<file path="src/rtl/module_controlador_hamming_pkg.sv">
// Shared types and constants for the SECDED Hamming(8,4) controller.
// Code word layout: {p0,d4,d3,d2,p3,d1,p2,p1}; bit i holds Hamming position i+1.
package module_controlador_hamming_pkg;

  localparam int CW_WIDTH   = 8;
  localparam int DATA_WIDTH = 4;
  localparam int SYN_WIDTH  = 3;
  localparam int CNT_WIDTH  = 8;
  localparam logic [CNT_WIDTH-1:0] CNT_MAX = 8'hFF;

  typedef enum logic [1:0] {
    IDLE    = 2'd0,
    EVALUA  = 2'd1,
    CORRIGE = 2'd2,
    ENTREGA = 2'd3
  } estado_fsm_t;

  typedef enum logic [1:0] {
    NINGUNO = 2'b00,
    SIMPLE  = 2'b01,
    DOBLE   = 2'b10,
    PARIDAD = 2'b11
  } estado_error_t;

  function automatic logic [CNT_WIDTH-1:0] sat_inc(input logic [CNT_WIDTH-1:0] v);
    return (v == CNT_MAX) ? v : v + 8'd1;
  endfunction

  function automatic logic [DATA_WIDTH-1:0] extrae_datos(input logic [CW_WIDTH-1:0] w);
    return {w[6], w[5], w[4], w[2]};
  endfunction

endpackage

</file>
<file path="src/rtl/module_controlador_hamming_detector.sv">
// Combinational SECDED detector: syndrome over the 7 Hamming bits plus
// overall parity across all 8 bits (odd parity => an odd number of flips).
module module_detector_error
  import module_controlador_hamming_pkg::*;
(
  input  logic [CW_WIDTH-1:0]  palabra,
  output logic [SYN_WIDTH-1:0] sindrome,
  output logic                 paridad,
  output logic                 doble
);

  // Syndrome bit k covers every position whose 1-based index has bit k set.
  always_comb begin
    sindrome = '0;
    for (int k = 0; k < SYN_WIDTH; k++) begin
      for (int i = 0; i < CW_WIDTH - 1; i++) begin
        if ((((i + 1) >> k) & 1) == 1) sindrome[k] = sindrome[k] ^ palabra[i];
      end
    end
  end

  assign paridad = ^palabra;
  assign doble   = (sindrome != '0) && !paridad;

endmodule

</file>
<file path="src/rtl/module_controlador_hamming.sv">
// Four-state Hamming controller: latch word, evaluate syndrome, correct/classify,
// deliver with valid/ready handshake. Keeps saturating error counters.
module module_controlador_hamming
  import module_controlador_hamming_pkg::*;
(
  input  logic                  clk,
  input  logic                  rst,
  input  logic                  in_valid,
  output logic                  in_ready,
  input  logic [CW_WIDTH-1:0]   datos_in,
  output logic                  out_valid,
  input  logic                  out_ready,
  output logic [DATA_WIDTH-1:0] dato_corregido,
  output logic [SYN_WIDTH-1:0]  sindrome_out,
  output logic [1:0]            estado_error,
  output logic [CNT_WIDTH-1:0]  cnt_simples,
  output logic [CNT_WIDTH-1:0]  cnt_dobles,
  input  logic                  clr_cnt
);

  estado_fsm_t            state_q, state_d;
  logic [CW_WIDTH-1:0]    palabra_q, palabra_d;
  logic [SYN_WIDTH-1:0]   sind_ev_q, sind_ev_d;
  logic                   par_ev_q, par_ev_d;
  logic                   doble_ev_q, doble_ev_d;
  logic [DATA_WIDTH-1:0]  dato_q, dato_d;
  logic [SYN_WIDTH-1:0]   sind_q, sind_d;
  estado_error_t          err_q, err_d;
  logic [CNT_WIDTH-1:0]   cnt_s_q, cnt_s_d;
  logic [CNT_WIDTH-1:0]   cnt_d_q, cnt_d_d;

  logic [SYN_WIDTH-1:0]   det_sind;
  logic                   det_par;
  logic                   det_doble;
  logic [CW_WIDTH-1:0]    corregida;
  estado_error_t          clase;

  module_detector_error u_detector (
    .palabra  (palabra_q),
    .sindrome (det_sind),
    .paridad  (det_par),
    .doble    (det_doble)
  );

  // Classification uses the evaluation registers, never the live detector.
  always_comb begin
    corregida = palabra_q;
    clase     = NINGUNO;
    if (doble_ev_q) begin
      clase = DOBLE;
    end else if (sind_ev_q != '0) begin
      clase = SIMPLE;
      for (int i = 0; i < CW_WIDTH - 1; i++) begin
        if (sind_ev_q == 3'(i + 1)) corregida[i] = ~palabra_q[i];
      end
    end else if (par_ev_q) begin
      clase = PARIDAD;
    end
  end

  always_comb begin
    state_d    = state_q;
    palabra_d  = palabra_q;
    sind_ev_d  = sind_ev_q;
    par_ev_d   = par_ev_q;
    doble_ev_d = doble_ev_q;
    dato_d     = dato_q;
    sind_d     = sind_q;
    err_d      = err_q;
    cnt_s_d    = cnt_s_q;
    cnt_d_d    = cnt_d_q;
    in_ready   = 1'b0;
    out_valid  = 1'b0;
    case (state_q)
      IDLE: begin
        in_ready = 1'b1;
        if (in_valid) begin
          palabra_d = datos_in;
          state_d   = EVALUA;
        end
      end
      EVALUA: begin
        sind_ev_d  = det_sind;
        par_ev_d   = det_par;
        doble_ev_d = det_doble;
        state_d    = CORRIGE;
      end
      CORRIGE: begin
        dato_d = extrae_datos(corregida);
        sind_d = sind_ev_q;
        err_d  = clase;
        if (clase == SIMPLE || clase == PARIDAD) cnt_s_d = sat_inc(cnt_s_q);
        if (clase == DOBLE)                      cnt_d_d = sat_inc(cnt_d_q);
        state_d = ENTREGA;
      end
      ENTREGA: begin
        out_valid = 1'b1;
        if (out_ready) state_d = IDLE;
      end
      default: state_d = IDLE;
    endcase
    // Clear wins over an increment landing in the same cycle.
    if (clr_cnt) begin
      cnt_s_d = '0;
      cnt_d_d = '0;
    end
  end

  always_ff @(posedge clk) begin
    if (rst) begin
      state_q    <= IDLE;
      palabra_q  <= '0;
      sind_ev_q  <= '0;
      par_ev_q   <= 1'b0;
      doble_ev_q <= 1'b0;
      dato_q     <= '0;
      sind_q     <= '0;
      err_q      <= NINGUNO;
      cnt_s_q    <= '0;
      cnt_d_q    <= '0;
    end else begin
      state_q    <= state_d;
      palabra_q  <= palabra_d;
      sind_ev_q  <= sind_ev_d;
      par_ev_q   <= par_ev_d;
      doble_ev_q <= doble_ev_d;
      dato_q     <= dato_d;
      sind_q     <= sind_d;
      err_q      <= err_d;
      cnt_s_q    <= cnt_s_d;
      cnt_d_q    <= cnt_d_d;
    end
  end

  assign dato_corregido = dato_q;
  assign sindrome_out   = sind_q;
  assign estado_error   = err_q;
  assign cnt_simples    = cnt_s_q;
  assign cnt_dobles     = cnt_d_q;

endmodule

</file>
<file path="config.mk">
export PLATFORM = sky130hd
export DESIGN_NAME = module_controlador_hamming
export DESIGN_NICKNAME = d
export VERILOG_FILES = /design/src/rtl/module_controlador_hamming_pkg.sv /design/src/rtl/module_controlador_hamming_detector.sv /design/src/rtl/module_controlador_hamming.sv
export SDC_FILE = /design/constraint.sdc
export NUM_CORES = 1
export LEC_CHECK = 0
export BUFFER_PORTS_ARGS = -buffer_cell sky130_fd_sc_hd__buf_2
export CAP_MARGIN = 20
export CELL_PAD_IN_SITES_DETAIL_PLACEMENT = 2
export CELL_PAD_IN_SITES_GLOBAL_PLACEMENT = 2
export CORE_MARGIN = 5
export CORE_UTILIZATION = 35
export CTS_CLUSTER_DIAMETER = 80
export DETAILED_ROUTE_END_ITERATION = 8
export GPL_ROUTABILITY_DRIVEN = 0
export GPL_TIMING_DRIVEN = 0
export PLACE_DENSITY = 0.8
export REMOVE_ABC_BUFFERS = 1
export SETUP_SLACK_MARGIN = 0.05
export SYNTH_ARGS = -nofsm -noshare
export SYNTH_HDL_FRONTEND = slang
export SYNTH_SLANG_ARGS = --single-unit
</file>
<file path="constraint.sdc">
create_clock -name clk -period 4.62 [get_ports clk]
set_input_delay 0.462 -clock clk [delete_from_list [all_inputs] [get_ports clk]]
set_output_delay 0.462 -clock clk [all_outputs]
set_load 0.1 [all_outputs]
</file>
== Word-level counts from Yosys, hierarchy flattened ==
Cells that the tools add are included.
Operators by class
  add/subtract/negate cells: 2
  equal/unequal tests: 17
  mux-type cells: 17
  bitwise gates (word level): 18
  reduce and logical (&&, ||, !) cells: 12
Operators with widths (count)
  adder 8 x 1 -> 8 bit (second input constant): 2
  equality test 8 bit (second input constant): 2
  2-to-1 mux 7 bit: 2
  equality test 3 bit (second input constant): 4
  2-to-1 mux 2 bit: 5
  2-to-1 mux 1 bit: 9
  inverter 1 bit: 9
  XOR 1 bit: 9
  equality test 2 bit (second input constant): 4
  one-hot mux 2 bit (4 select lines): 1
  XOR reduction 8 bit: 1
  equality test 3 x 2 -> 1 bit (second input constant): 2
  AND reduction 3 bit: 2
  nonzero test 3 bit: 2
  equality test 2 x 1 -> 1 bit (second input constant): 2
  != test 2 bit (second input constant): 2
  AND reduction 2 bit: 2
  equality test 3 x 1 -> 1 bit (second input constant): 1
  zero test 2 bit: 1
  OR reduction 2 bit: 1
  logical AND 1 bit: 1
  zero test 1 bit: 1
  logical OR 1 bit: 1
Word-level totals
  register bits: 40
  input bits: 13
  output and inout port bits: 27
  word-level logic and storage cells: 76

== Depth between registers and ports, before layout ==
  depth after elaboration: 6
  mapped depth: 8
  mapped depth without buffers: 6

== Cells and area by module ==
A second synthesis with hierarchy kept.
Second synthesis, totals
  cell total of the unflattened synthesis: 213
  area, all modules: 1949.4 µm²
By module, submodules not included
  module_controlador_hamming: instances 1, cells each 199, area each 1829.3 µm², sequential area each 800.8 µm²
  module_detector_error: instances 1, cells each 14, area each 120.1 µm², sequential area each 0.0 µm²

== Worst setup path before layout ==
Ideal clock, no wire load.
  kind: register to register
  start point: reg cnt_d_q[0], in the netlist cnt_dobles[0]
  end point: reg cnt_d_q[1], in the netlist cnt_dobles[1]
  library setup time: 130 ps
  arrival time: 2164 ps
  data required time: 4490 ps
  path slack: 2326 ps
  stages on the path, launching flop included: 6
  buffers on the path: 0
  period minus slack after synthesis: 2294 ps
  cells stage by stage: dfxtp_1 ha_1 nand4_1 o21ai_0 mux2i_1 nor2_1
On the way
  word-level cells in the longest chain between the ends: 3
  elaborated cells on any way between the ends: 4
  those cells by class: 1 x add/sub; 1 x eq/ne; 1 x bitwise; 1 x reduce/logical
Ends and longest elaborated chain
  start, declared: RTL line module_controlador_hamming.sv:30  | logic [CNT_WIDTH-1:0] cnt_d_q, cnt_d_d;
  start signal, assigned: RTL line module_controlador_hamming.sv:131  | cnt_d_q <= cnt_d_d;
  parallel branches: the longest is 3 deep, another holds adder 8 x 1 -> 8 bit
Several ways; the timed one is not identified.
A chain may end at the register's enable or synchronous reset.

== Final worst setup path ==
  start point: reg state_q[0]
  end point: reg cnt_s_q[5], in the netlist cnt_simples[5]
On the way
  word-level cells in the longest chain between the ends: 2
Ends and longest elaborated chain
  start, declared: RTL line module_controlador_hamming.sv:21  | estado_fsm_t state_q, state_d;
  start signal, assigned: RTL line module_controlador_hamming.sv:122  | state_q <= state_d;
  equality test 2 bit: RTL line module_controlador_hamming.sv:74  | case (state_q)
  AND reduction 3 bit (no source line)
  end signal, assigned: RTL line module_controlador_hamming.sv:130  | cnt_s_q <= cnt_s_d;
  end, declared: RTL line module_controlador_hamming.sv:29  | logic [CNT_WIDTH-1:0] cnt_s_q, cnt_s_d;
Every way passes these cells.

==> flow_summary.toml <==
[clock_network]
numClockSinks = 40
cts_htree_levels = 2
tritoncts = "built"
cts.hold.buffers_added = 0
clk_path_buf_depth = 2
clk_pin_slew_ns = 0.08
numCtsBuffers = 5
post_cts_buffers = 0
ctsResizeCount = 0
clock_latency_ns = 0.29
cts-root-buf = "clkbuf_8"

[timing]
setup_ws_ns = 2.333
rsz0062_at_grt = "false"
fin_crit_sh_pct = 49.49
final-setup-viol-count = 0
worst_pin_slew_ns = 0.6692
whs_ns = 0.4198
clock.fmax_mhz = 437.3
slew_headroom_pct = 55.38
finalClockSkew_ns = 0.003843
final_max_slew_viol_count = 0
fin_setup_tns_ns = 0
min_period_ns = 2.287
finalHoldViolCount = 0

[synth]
synth_edf_count = 0
syn_inst = 218
ys_types = 44
synth-seq-cells = 40
avgSynthCellArea_sq_um = 8.977
syn_area_sq_mm = 0.001957
ys_seq_area_share_pct = 40.92
synth_warnings = 0
synthArstFlopShare_pct = 0
yosys_most_used_dff = "dfxtp_1"

[die]
dieWidth_um = 84.78
die_h_um = 84.78
start_util_pct = 35.76
row_count = 27
io_pins = 40
die-area_sq_mm = 0.007187
core_sq_mm = 0.005473

[power]
p_leak_uw = 0.0008989
design_power_total_uw = 1247
pwr_density_cell_mw_per_mm2 = 550.5
ir_drop_mv = 0.2858

[route]
first_pass_iters = 4
wl_met2_mm = 2.434
highest_layer = "met4"
viasPerCell = 5.313
drtAntennaViolNets = 0
drc = 0
drt_iter0_drc = 24
wl_met3_um = 195
wl_met1_mm = 2.146
vias = 1732
wl_per_cell_um = 14.94
routed_wl_mm = 4.871

[worst_setup_path]
worst_ep_required_time_ns = 4.84
critPathLaunchType = "flip-flop"
crit_type = "flip-flop to flip-flop"
worst-r2r-cell-count = 6
crit_path_end_kind = "flip-flop"
cp.arrival_ns = 2.51
r2r_end = "cnt_simples[5]"
regToRegSetupSlack_ns = 2.33
r2r_start = "state_q[0]"
path_max_fanout = 17

[placement]
port_buffers = 39
dpl_worst_slack_ns = 2.325
dp_hpwl_mm = 3.679
dp.cells = 319

[final_layout]
final_cell_mix = "dfxtp_1 (40), buf_2 (39), nor2_1 (22)"
n_antenna_cell = 0
stdcell_count = 326
area_delta_synth_final_pct = 15.73
layout-drive-gt1-share_pct = 21.26
mostFrequentLayoutCell = "dfxtp_1"
nets = 274

[global_route]
grt_overflow_total = 0
antenna_found_initial = 0
grt_pass1_vias = 1825
grt_usage_pct = 14.07
grt_max_degree = 29
grt_pass1_wl_mm = 8.349

[run]
maxCapViolCount = 0

[worst_hold_path]
hold_class = "input pin to flip-flop"
hold_end = "palabra_q[0]"
min_from = "datos_in[0]"
holdPathStages = 3

[run_status]
status = "completed"
cells in the mapped netlist (2+ instances only):
master / instances / share of area [%]
dfxtp_1: 40 / 41
nor2_1: 22 / 4.2
a21oi_1: 16 / 4.1
nand2_1: 14 / 2.7
nand3_1: 13 / 3.3
xnor2_1: 11 / 4.9
a211oi_1: 8 / 3.1
clkbuf_1: 8 / 1.5
ha_1: 7 / 4.5
inv_1: 7 / 1.3
mux2i_1: 6 / 3.1
nor3_1: 6 / 1.5
xor2_1: 6 / 2.7
o211ai_1: 4 / 1.5
o31ai_1: 4 / 1.5
or3_1: 4 / 1.3
and3_1: 3 / 0.96
nand4_1: 3 / 0.96
o21ai_1: 3 / 0.77
o41ai_1: 3 / 1.3
or4_1: 3 / 1.2
a21oi_2: 2 / 0.90
and2_1: 2 / 0.64
nand2b_1: 2 / 0.64
o311ai_0: 2 / 0.90
worst max-delay path, stage by stage, from the launching register on:
cell	delay, ns
dfxtp_1	0.34
inv_1	0.13
ha_1	0.61
nand2b_1	0.20
nand2b_4	0.27
or4_1	0.52
a21oi_1	0.16
through the flow:
| step | utilization (%) | area (sq um) |
|---|---|---|
| 2_1_floorplan | - | 1902 |
| 3_3_place_gp | 39.96 | 2187 |
| 3_5_place_dp | 39.96 | 2187 |
| 4_1_cts | 41.38 | 2265 |
| 5_1_grt | 41.38 | 2265 |
| 6_report | 41.38 | 2265 |
how the worst max path moves through the flow:
stage / startpoint / depth (start not counted) / endpoint
CTS: state_q[0] / 6 / cnt_simples[5]
global route: state_q[0] / 6 / cnt_simples[7]
floorplan: cnt_dobles[0] / 5 / cnt_dobles[1]
global placement: state_q[0] / 6 / cnt_simples[7]
detailed placement: state_q[0] / 6 / cnt_simples[5]
finish: state_q[0] / 6 / cnt_simples[5]
power by group:
part	switching, uW	total [uW]	internal [uW]
Sequential	64.3	466	401
Clock	120	222	103
Combinational	388	559	171
metal layers:
metal | global-route usage, % | vias to the layer above
met5 | 0 | -
met4 | 5.899 | 0
met3 | 3.238 | 10
met2 | 24.70 | 33
met1 | 16.30 | 834
li1 | - | 855
registers in the layout, indices dropped and copies added, names as in the netlist:
name,flops
cnt_dobles,8
state_q,2
par_ev_q,1
sindrome_out,3
palabra_q,8
sind_ev_q,3
cnt_simples,8
dato_corregido,4
doble_ev_q,1
estado_error,2
cell families (layout without fill, tap and decap cells):
group,count (synthesis),after routing,synth area share [%]
fa+ha+maj,7,7,4.475
simple gates,80,80,21.23
mux,6,6,3.069
xor+xnor,18,18,8.440
buf+inv,17,53,4.156
flops,40,40,40.92
compound gates,50,50,17.71
layout make-up:
class / count / area (sq um)
fillers: 635 / 3208
multi-input cells: 161 / 1075
clock inverters: 1 / 5.005
flip-flops and latches: 40 / 800.8
clock buffers: 6 / 72.57
well taps: 72 / 90.09
inverters: 7 / 26.28
repair buffers: 39 / 195.2
Power figures use the tool's default switching activity.
